### config.mk
export PLATFORM = sky130hd
export DESIGN_NAME = fft16_input_loader
export DESIGN_NICKNAME = d
export VERILOG_FILES = /design/src/rtl/fft16_input_loader.sv
export SDC_FILE = /design/constraint.sdc
export NUM_CORES = 2
export LEC_CHECK = 0
export ABC_AREA = 1
export BUFFER_PORTS_ARGS = -buffer_cell sky130_fd_sc_hd__buf_4
export CORE_ASPECT_RATIO = 0.7
export CORE_MARGIN = 10
export CORE_UTILIZATION = 47
export CTS_CLUSTER_SIZE = 20
export DETAILED_ROUTE_END_ITERATION = 8
export PLACE_DENSITY = 0.76
export SYNTH_ARGS = -nofsm -noshare
export SYNTH_HDL_FRONTEND = slang
export SYNTH_SLANG_ARGS = --single-unit
### constraint.sdc
create_clock -name clk -period 5.44 [get_ports clk]
set_input_delay 0 -clock clk [delete_from_list [all_inputs] [get_ports clk]]
set_output_delay 0 -clock clk [all_outputs]
set_load 0.03 [all_outputs]
### src/rtl/fft16_input_loader.sv
// Serial-to-parallel loader for the 16-point FFT: collects 16 complex samples per frame
// into ping-pong banks and presents a completed frame as 16 parallel lanes.
module fft16_input_loader #(
    parameter int DATA_W = 16,
    parameter int N      = 16
) (
    input  logic                clk,
    input  logic                rst,
    input  logic                in_valid,
    output logic                in_ready,
    input  logic [DATA_W-1:0]   in_real,
    input  logic [DATA_W-1:0]   in_im,
    input  logic                in_last,
    output logic                frame_valid,
    input  logic                frame_ready,
    output logic [N*DATA_W-1:0] X_Real,
    output logic [N*DATA_W-1:0] X_Im,
    output logic                err_frame,
    output logic [7:0]          frame_count
);

    localparam int IDX_W  = $clog2(N);
    localparam int LANE_W = 2 * DATA_W;

    typedef enum logic [1:0] {
        BANK_EMPTY,
        BANK_FILLING,
        BANK_FULL
    } bank_state_t;

    logic [LANE_W-1:0] mem [2][N];
    bank_state_t       bank_state [2];
    logic [IDX_W-1:0]  wr_idx;
    logic              wr_bank;
    logic              rd_bank;

    logic              accept;
    logic              handoff;
    logic              last_lane;
    logic [LANE_W-1:0] sample;

    bank_state_t       state_nxt [2];
    logic              wr_bank_nxt;
    logic              rd_bank_nxt;
    logic [IDX_W-1:0]  wr_idx_nxt;
    logic              len_err;
    logic              present_nxt;
    logic [LANE_W-1:0] pres_lane [N];

    assign accept    = in_valid && in_ready;
    assign handoff   = frame_valid && frame_ready;
    assign last_lane = (wr_idx == IDX_W'(N - 1));
    assign sample    = {in_real, in_im};

    // Handoff only touches a FULL bank and accept only a non-FULL one, so they never collide.
    always_comb begin
        wr_bank_nxt = wr_bank;
        rd_bank_nxt = rd_bank;
        wr_idx_nxt  = wr_idx;
        len_err     = 1'b0;
        for (int b = 0; b < 2; b++) begin
            state_nxt[b] = bank_state[b];
            if (handoff && rd_bank == 1'(b)) begin
                state_nxt[b] = BANK_EMPTY;
            end
            if (accept && wr_bank == 1'(b)) begin
                if (last_lane) begin
                    state_nxt[b] = BANK_FULL;
                end else if (in_last) begin
                    state_nxt[b] = BANK_EMPTY;
                end else begin
                    state_nxt[b] = BANK_FILLING;
                end
            end
        end
        if (handoff) begin
            rd_bank_nxt = ~rd_bank;
        end
        if (accept) begin
            len_err = (last_lane != in_last);
            if (last_lane) begin
                wr_bank_nxt = ~wr_bank;
                wr_idx_nxt  = '0;
            end else if (in_last) begin
                wr_idx_nxt  = '0;
            end else begin
                wr_idx_nxt  = wr_idx + IDX_W'(1);
            end
        end
    end

    // View of the bank presented after this edge, including a sample landing on this edge.
    always_comb begin
        present_nxt = (state_nxt[rd_bank_nxt] == BANK_FULL);
        for (int i = 0; i < N; i++) begin
            pres_lane[i] = mem[rd_bank_nxt][i];
            if (accept && wr_bank == rd_bank_nxt && wr_idx == IDX_W'(i)) begin
                pres_lane[i] = sample;
            end
        end
    end

    // NOTE: sequential state uses non-blocking assignments so every register samples pre-edge values.
    always_ff @(posedge clk) begin
        if (rst) begin
            // NOTE: the sample storage is cleared on reset because reset must leave all storage at 0.
            for (int b = 0; b < 2; b++) begin
                bank_state[b] <= BANK_EMPTY;
                for (int i = 0; i < N; i++) begin
                    mem[b][i] <= '0;
                end
            end
            wr_idx      <= '0;
            wr_bank     <= 1'b0;
            rd_bank     <= 1'b0;
            in_ready    <= 1'b1;
            frame_valid <= 1'b0;
            X_Real      <= '0;
            X_Im        <= '0;
            err_frame   <= 1'b0;
            frame_count <= '0;
        end else begin
            if (accept) begin
                mem[wr_bank][wr_idx] <= sample;
            end
            for (int b = 0; b < 2; b++) begin
                bank_state[b] <= state_nxt[b];
            end
            wr_idx      <= wr_idx_nxt;
            wr_bank     <= wr_bank_nxt;
            rd_bank     <= rd_bank_nxt;
            in_ready    <= (state_nxt[wr_bank_nxt] != BANK_FULL);
            frame_valid <= present_nxt;
            // A FULL bank is never written, so reloading it each cycle keeps the lanes stable.
            if (present_nxt) begin
                for (int i = 0; i < N; i++) begin
                    X_Real[DATA_W*i +: DATA_W] <= pres_lane[i][LANE_W-1:DATA_W];
                    X_Im[DATA_W*i +: DATA_W]   <= pres_lane[i][DATA_W-1:0];
                end
            end
            if (len_err) begin
                err_frame <= 1'b1;
            end
            if (handoff) begin
                frame_count <= frame_count + 8'd1;
            end
        end
    end

endmodule

; Word level (Yosys, flattened, before mapping)
; Memory sizes are Yosys's and may differ from the RTL's. A register that Yosys moved wholly into a read port is not among the register bits.
; Index checks and enable logic that the tools add are counted.
[word_totals]
inputBits = 37
n_memories = 2
register_bits = 17
output_inout_bits = 523
ram_bits = 1028
word_cells = 65
[memory_table]
columns = memory, words, width, read_ports, rd_clocked_by_memory_dff, write_ports, line
row1 = mem, 2, 512, 1, 1, 2, 31  ; logic [LANE_W-1:0] mem [2][N];
row2 = bank_state, 2, 2, 2, 0, 2, 32  ; bank_state_t bank_state [2];
[op_classes]
magnitude_cmp = 4
muxes = 31
eq_ne = 4
addsub = 2
reduce_logical = 8
bitwise_logic = 7
[op_table]
columns = cell, count
row1 = $mux 512, 3
row2 = $reduce_or 512->1, 1
row3 = $demux 32 s4, 1
row4 = $mux 32, 1
row5 = $mux 2, 13
row6 = $mux 1, 11
row7 = $add 8x1->8 const B, 1
row8 = $mux 4, 2
row9 = $logic_and 1x1->1, 7
row10 = $ge 5x5->1 const B, 1
row11 = $lt 5x1->1 const B, 1
row12 = $not 4->5, 1
row13 = $add 4x1->4 const B, 1
row14 = $eq 4x4->1 const B, 1
row15 = $ge 2x2->1 const B, 2
row16 = $not 1->2, 2
row17 = $eq 2x2->1 const B, 1
row18 = $ne 2x2->1 const B, 1
row19 = $not 1->1, 2
row20 = $or 1x1->1, 2
row21 = $ne 1x1->1, 1

; Depth between registers and ports, before layout
[logic_depth]
word_depth = 8
ltp_mapped = 17
depth_no_buf = 15

; Worst setup path before layout
; Ideal clock, no wire load.
[synth_path]
path_type = flip-flop to flip-flop
start = reg in_ready
end = mem mem[1][384] (netlist name), enable pin
path_buffers = 3
arrival_time_ns = 3.165
period_less_slack_ns = 3.586
required_time_ns = 5.019
path_slack_ns = 1.854
path_stages_with_launch = 12
setup_time_ns = 0.421
cell_sequence = dfxtp_1 nand2_2 nor2_2 o211ai_1 nand2_1 nor2_1 nand3_1 buf_6 buf_2 buf_2 nand2_1 nor2_1
[synth_lines]
columns = item, line
row1 = "start, declared", 10  ; output logic in_ready,
row2 = "start signal, assigned", 132  ; in_ready <= (state_nxt[wr_bank_nxt] != BANK_FULL);
row3 = "end, declared", 31

==> impl_metrics.env <==
export IMPL_run_status="finished clean"
export IMPL_synthCells=5544
export IMPL_final_layout_size_suffix_gt1_share_pct=16.0
export IMPL_beginning_of_the_worst_hold_path="in_im[11]"
export IMPL_worst_endpoint_required_ns=5.86
export IMPL_timing_max_cap_violations=0
export IMPL_cts_made_buffers=147
export IMPL_tritoncts_num_sinks=1557
export IMPL_final_setup_skew_ns=0.0318
export IMPL_maxClockFrequency_mhz=226
export IMPL_detail_route_vias_per_cell=5.56
export IMPL_synth_avg_cell_area_um2=10.9
export IMPL_peak_per_stage_delay_on_the_critical_path_ns=1.02
export IMPL_irDropWorstVdd_mv=0.220
export IMPL_swShare_pct=23.9
export IMPL_yosys_top_cells_count="sky130_fd_sc_hd__nand2_1 (1989), sky130_fd_sc_hd__edfxtp_1 (1024), sky130_fd_sc_hd__nor2_1 (654)"
export IMPL_hpwlAfterDp_um=121000
export IMPL_power_frac_clock_pct=41.1
export IMPL_grt_pass1_wl_um=293000
export IMPL_htreeDepth=4
export IMPL_number_of_global_route_vias_before_repair=41300
export IMPL_combPwrFrac_pct=6.1
export IMPL_detail_route_wirelength_um=208000
export IMPL_netlist_cell_type_count=34
export IMPL_cp_start_kind="register"
export IMPL_layout_cells_non_filler=7830
export IMPL_synth_net_count=5589
export IMPL_synth_sequential_area_ratio_pct=68.7
export IMPL_cts_tree="built"
export IMPL_net_switching_power_mw=6.06
export IMPL_cts_repair_timing_setup_buffer_count=0
export IMPL_p_int_mw=19.2
export IMPL_post_route_period_util_pct=81.5
export IMPL_ys_top_cells_by_area="sky130_fd_sc_hd__edfxtp_1 (51%), sky130_fd_sc_hd__dfxtp_1 (18%), sky130_fd_sc_hd__nand2_1 (12%), sky130_fd_sc_hd__mux2i_1 (8.0%), sky130_fd_sc_hd__nor2_1 (4.1%)"
export IMPL_drt_iter0_markers=6619
export IMPL_synthDominantAreaCellType="sky130_fd_sc_hd__edfxtp_1"
export IMPL_worst_hold_slack_after_final_layout_ns=0.0929
export IMPL_grt_max_degree=139
export IMPL_start_util_pct=47.5
export IMPL_die_area_mm2=0.143
export IMPL_syn2layout_area_growth_pct=18.3
export IMPL_place_gp_congestion=0.832
export IMPL_post_synth_instance_area_mm2=0.0603
export IMPL_num_fill_cells=10500
export IMPL_r2r_start="wr_idx[0]"
export IMPL_pin_slew_with_the_least_headroom_to_its_limit_ns=1.25
export IMPL_ff_latch_area_mm2=0.0414
export IMPL_critPathLaunch="wr_idx[0]"
export IMPL_clock_tree_root_cell="sky130_fd_sc_hd__clkbuf_16"
export IMPL_postLayoutCoreUtil_pct=56.2
export IMPL_dieHeight_um=320
export IMPL_netlist_area_leader_share_pct=51.0
export IMPL_worst_path_maximum_fanout=33
export IMPL_buffer_and_inverter_count_on_the_worst_path=2
export IMPL_clock_tree_buffer_depth=3
export IMPL_layout_nets=6071
export IMPL_floorplan_rows=109
export IMPL_core_area_mm2=0.127
export IMPL_timing_final_hold_violations=0
export IMPL_initial_antenna_violation_count=20
export IMPL_chipWidth_um=448
export IMPL_avgRoutedWirePerCell_um=26.6
export IMPL_timing_critical_path_to_type="register"
export IMPL_total_leakage_power_nw=34.0
export IMPL_dr_pass1_iters=7
export IMPL_synth_enable_flop_cells=1024
export IMPL_top_level_ports=560
export IMPL_globalRouteTotalUtil_pct=28.1
export IMPL_timing_critical_path_arrival_ns=4.85
export IMPL_post_synth_top_count_cell="sky130_fd_sc_hd__nand2_1"
export IMPL_crit_path_cell_trace="ha_1 -> inv_1 -> nor2_1 -> o21ai_1 -> nand2_1 -> nor2_1 -> nand2_2 -> nand2_1 -> inv_2 -> nand3_2 -> nand2_2"
export IMPL_worst_hold_path_type="input pin to register"
export IMPL_async_reset_ff_share_pct=0
export IMPL_synth_ff_type="sky130_fd_sc_hd__edfxtp_1"
export IMPL_final_max_slew_violation_count=0
export IMPL_slew_headroom_pct=16.5
export IMPL_clock_insertion_delay_worst_skew_ns=0.81
export IMPL_cts_repair_resize_count=0
export IMPL_cts_reportedPaths_clkPinSlew_ns=0.07
export IMPL_port_buffer_count=559
export IMPL_critical_path_top_delay_family="simple AND/OR/NAND/NOR gates"
export IMPL_grt_ovfl_total=0
export IMPL_criticalPathCategory="register to register"
export IMPL_hold_buffers=38
export IMPL_ys_seq_elements=1557
export IMPL_setup_viol_count_final=0
export IMPL_drt_drc_violations_left=0
export IMPL_synth_yosys_warnings=0
export IMPL_final_antenna_net_count=0
export IMPL_power_per_cell_area_mw_per_mm2=355
export IMPL_placed_cells_incl_taps=7504
export IMPL_p_seq_share_pct=52.8
export IMPL_grt_setup_unrepaired="no"
export IMPL_critPathSlowestCell="sky130_fd_sc_hd__nand2_2"
export IMPL_final_min_clock_period_ns=4.43
export IMPL_route_vias_total=43500
export IMPL_multiInputGateArea_mm2=0.0170
export IMPL_setup_tns_ns=0
## layout by cell type (no fill, tap or decap), types with 8 or more instances in the layout
master	count
sky130_fd_sc_hd__nand2_1	1951
sky130_fd_sc_hd__edfxtp_1	1024
sky130_fd_sc_hd__buf_4	663
sky130_fd_sc_hd__nor2_1	639
sky130_fd_sc_hd__dfxtp_1	533
sky130_fd_sc_hd__mux2i_1	480
sky130_fd_sc_hd__nand3_1	278
sky130_fd_sc_hd__clkbuf_16	149
sky130_fd_sc_hd__inv_1	77
sky130_fd_sc_hd__nand2_2	39
sky130_fd_sc_hd__dlygate4sd3_1	38
sky130_fd_sc_hd__clkbuf_1	35
sky130_fd_sc_hd__o21ai_1	31
sky130_fd_sc_hd__inv_2	29
sky130_fd_sc_hd__clkinv_1	23
sky130_fd_sc_hd__o21ai_0	21
sky130_fd_sc_hd__clkinv_2	19
sky130_fd_sc_hd__clkbuf_8	18
sky130_fd_sc_hd__diode_2	13
sky130_fd_sc_hd__nor2_4	12
sky130_fd_sc_hd__buf_12	9
sky130_fd_sc_hd__bufinv_16	8
## sequential cells by signal, indices dropped and copies added, names as in the netlist
signal / flops
rd_bank: 1
X_Im: 256
bank_state: 4
wr_bank: 1
mem: 1024
wr_idx: 4
err_frame: 1
X_Real: 256
frame_valid: 1
in_ready: 1
frame_count: 8
## through the flow
stage	cell area [um2]	total power, mW	setup WS [ns]
2_1_floorplan	60300	14.4	1.85
3_3_place_gp	66100	15.1	1.23
3_5_place_dp	66100	15.1	1.13
4_1_cts	71300	25.3	1.09
5_1_grt	71300	25.9	0.735
6_report	71300	25.3	1.01
## cell type report
cell class,instances,share of cell area [%]
diodes,13,0.0456
clock buffers,202,5.76
clock inverters,73,1.03
inverters,108,0.568
multi-input cells,3502,23.8
flip-flops and latches,1557,58.1
well taps,1665,2.92
repair buffers,710,7.77
## path summary, 6_finish.rpt
| check | endpoint | slack, ns | cells past startpoint |
|---|---|---|---|
| max | mem[0][239] | 1.01 | 11 |
| min reg2reg | X_Real[22] | 0.45 | 2 |
| min | mem[1][491] | 0.09 | 4 |
| max reg2reg | mem[0][239] | 1.01 | 11 |
## per-layer routing
metal / global-route usage (%) / up-vias / part of all wire, %
li1: - / 19300 / -
met1: 37.8 / 21100 / 38
met4: 10.1 / 2 / 3.4
met3: 9.97 / 407 / 14
met5: 0 / - / 0.0034
met2: 42.0 / 2775 / 45
## power groups by stage
| stage | Combinational [mW] | Clock, mW | Sequential [mW] |
|---|---|---|---|
| finish | 1.55 | 10.4 | 13.4 |
| global route | 1.62 | 10.9 | 13.4 |
| CTS | 1.51 | 10.4 | 13.4 |
| detailed placement | 1.48 | 0 | 13.6 |
| global placement | 1.47 | 0 | 13.6 |
| floorplan | 0.798 | 0 | 13.6 |
## cells by family after synthesis
kind of cell             count (synthesis)  share of synthesized area (%)
AND/OR/NAND/NOR                       2938                           18.9
flip-flops                            1557                           68.7
buffers and inverters                  485                           3.53
multiplexers                           480                           7.97
AO/OA/AOI/OAI                           74                          0.695
adder cells (fa/ha/maj)                  8                          0.166
XOR/XNOR                                 2                         0.0291
## tightest hold or removal path, cell delays in order
cell                            delay [ns]
sky130_fd_sc_hd__dlygate4sd3_1        0.53
sky130_fd_sc_hd__buf_4                0.13
sky130_fd_sc_hd__inv_1                0.05
sky130_fd_sc_hd__nor2_1               0.09
Power figures use the tool's default switching activity.
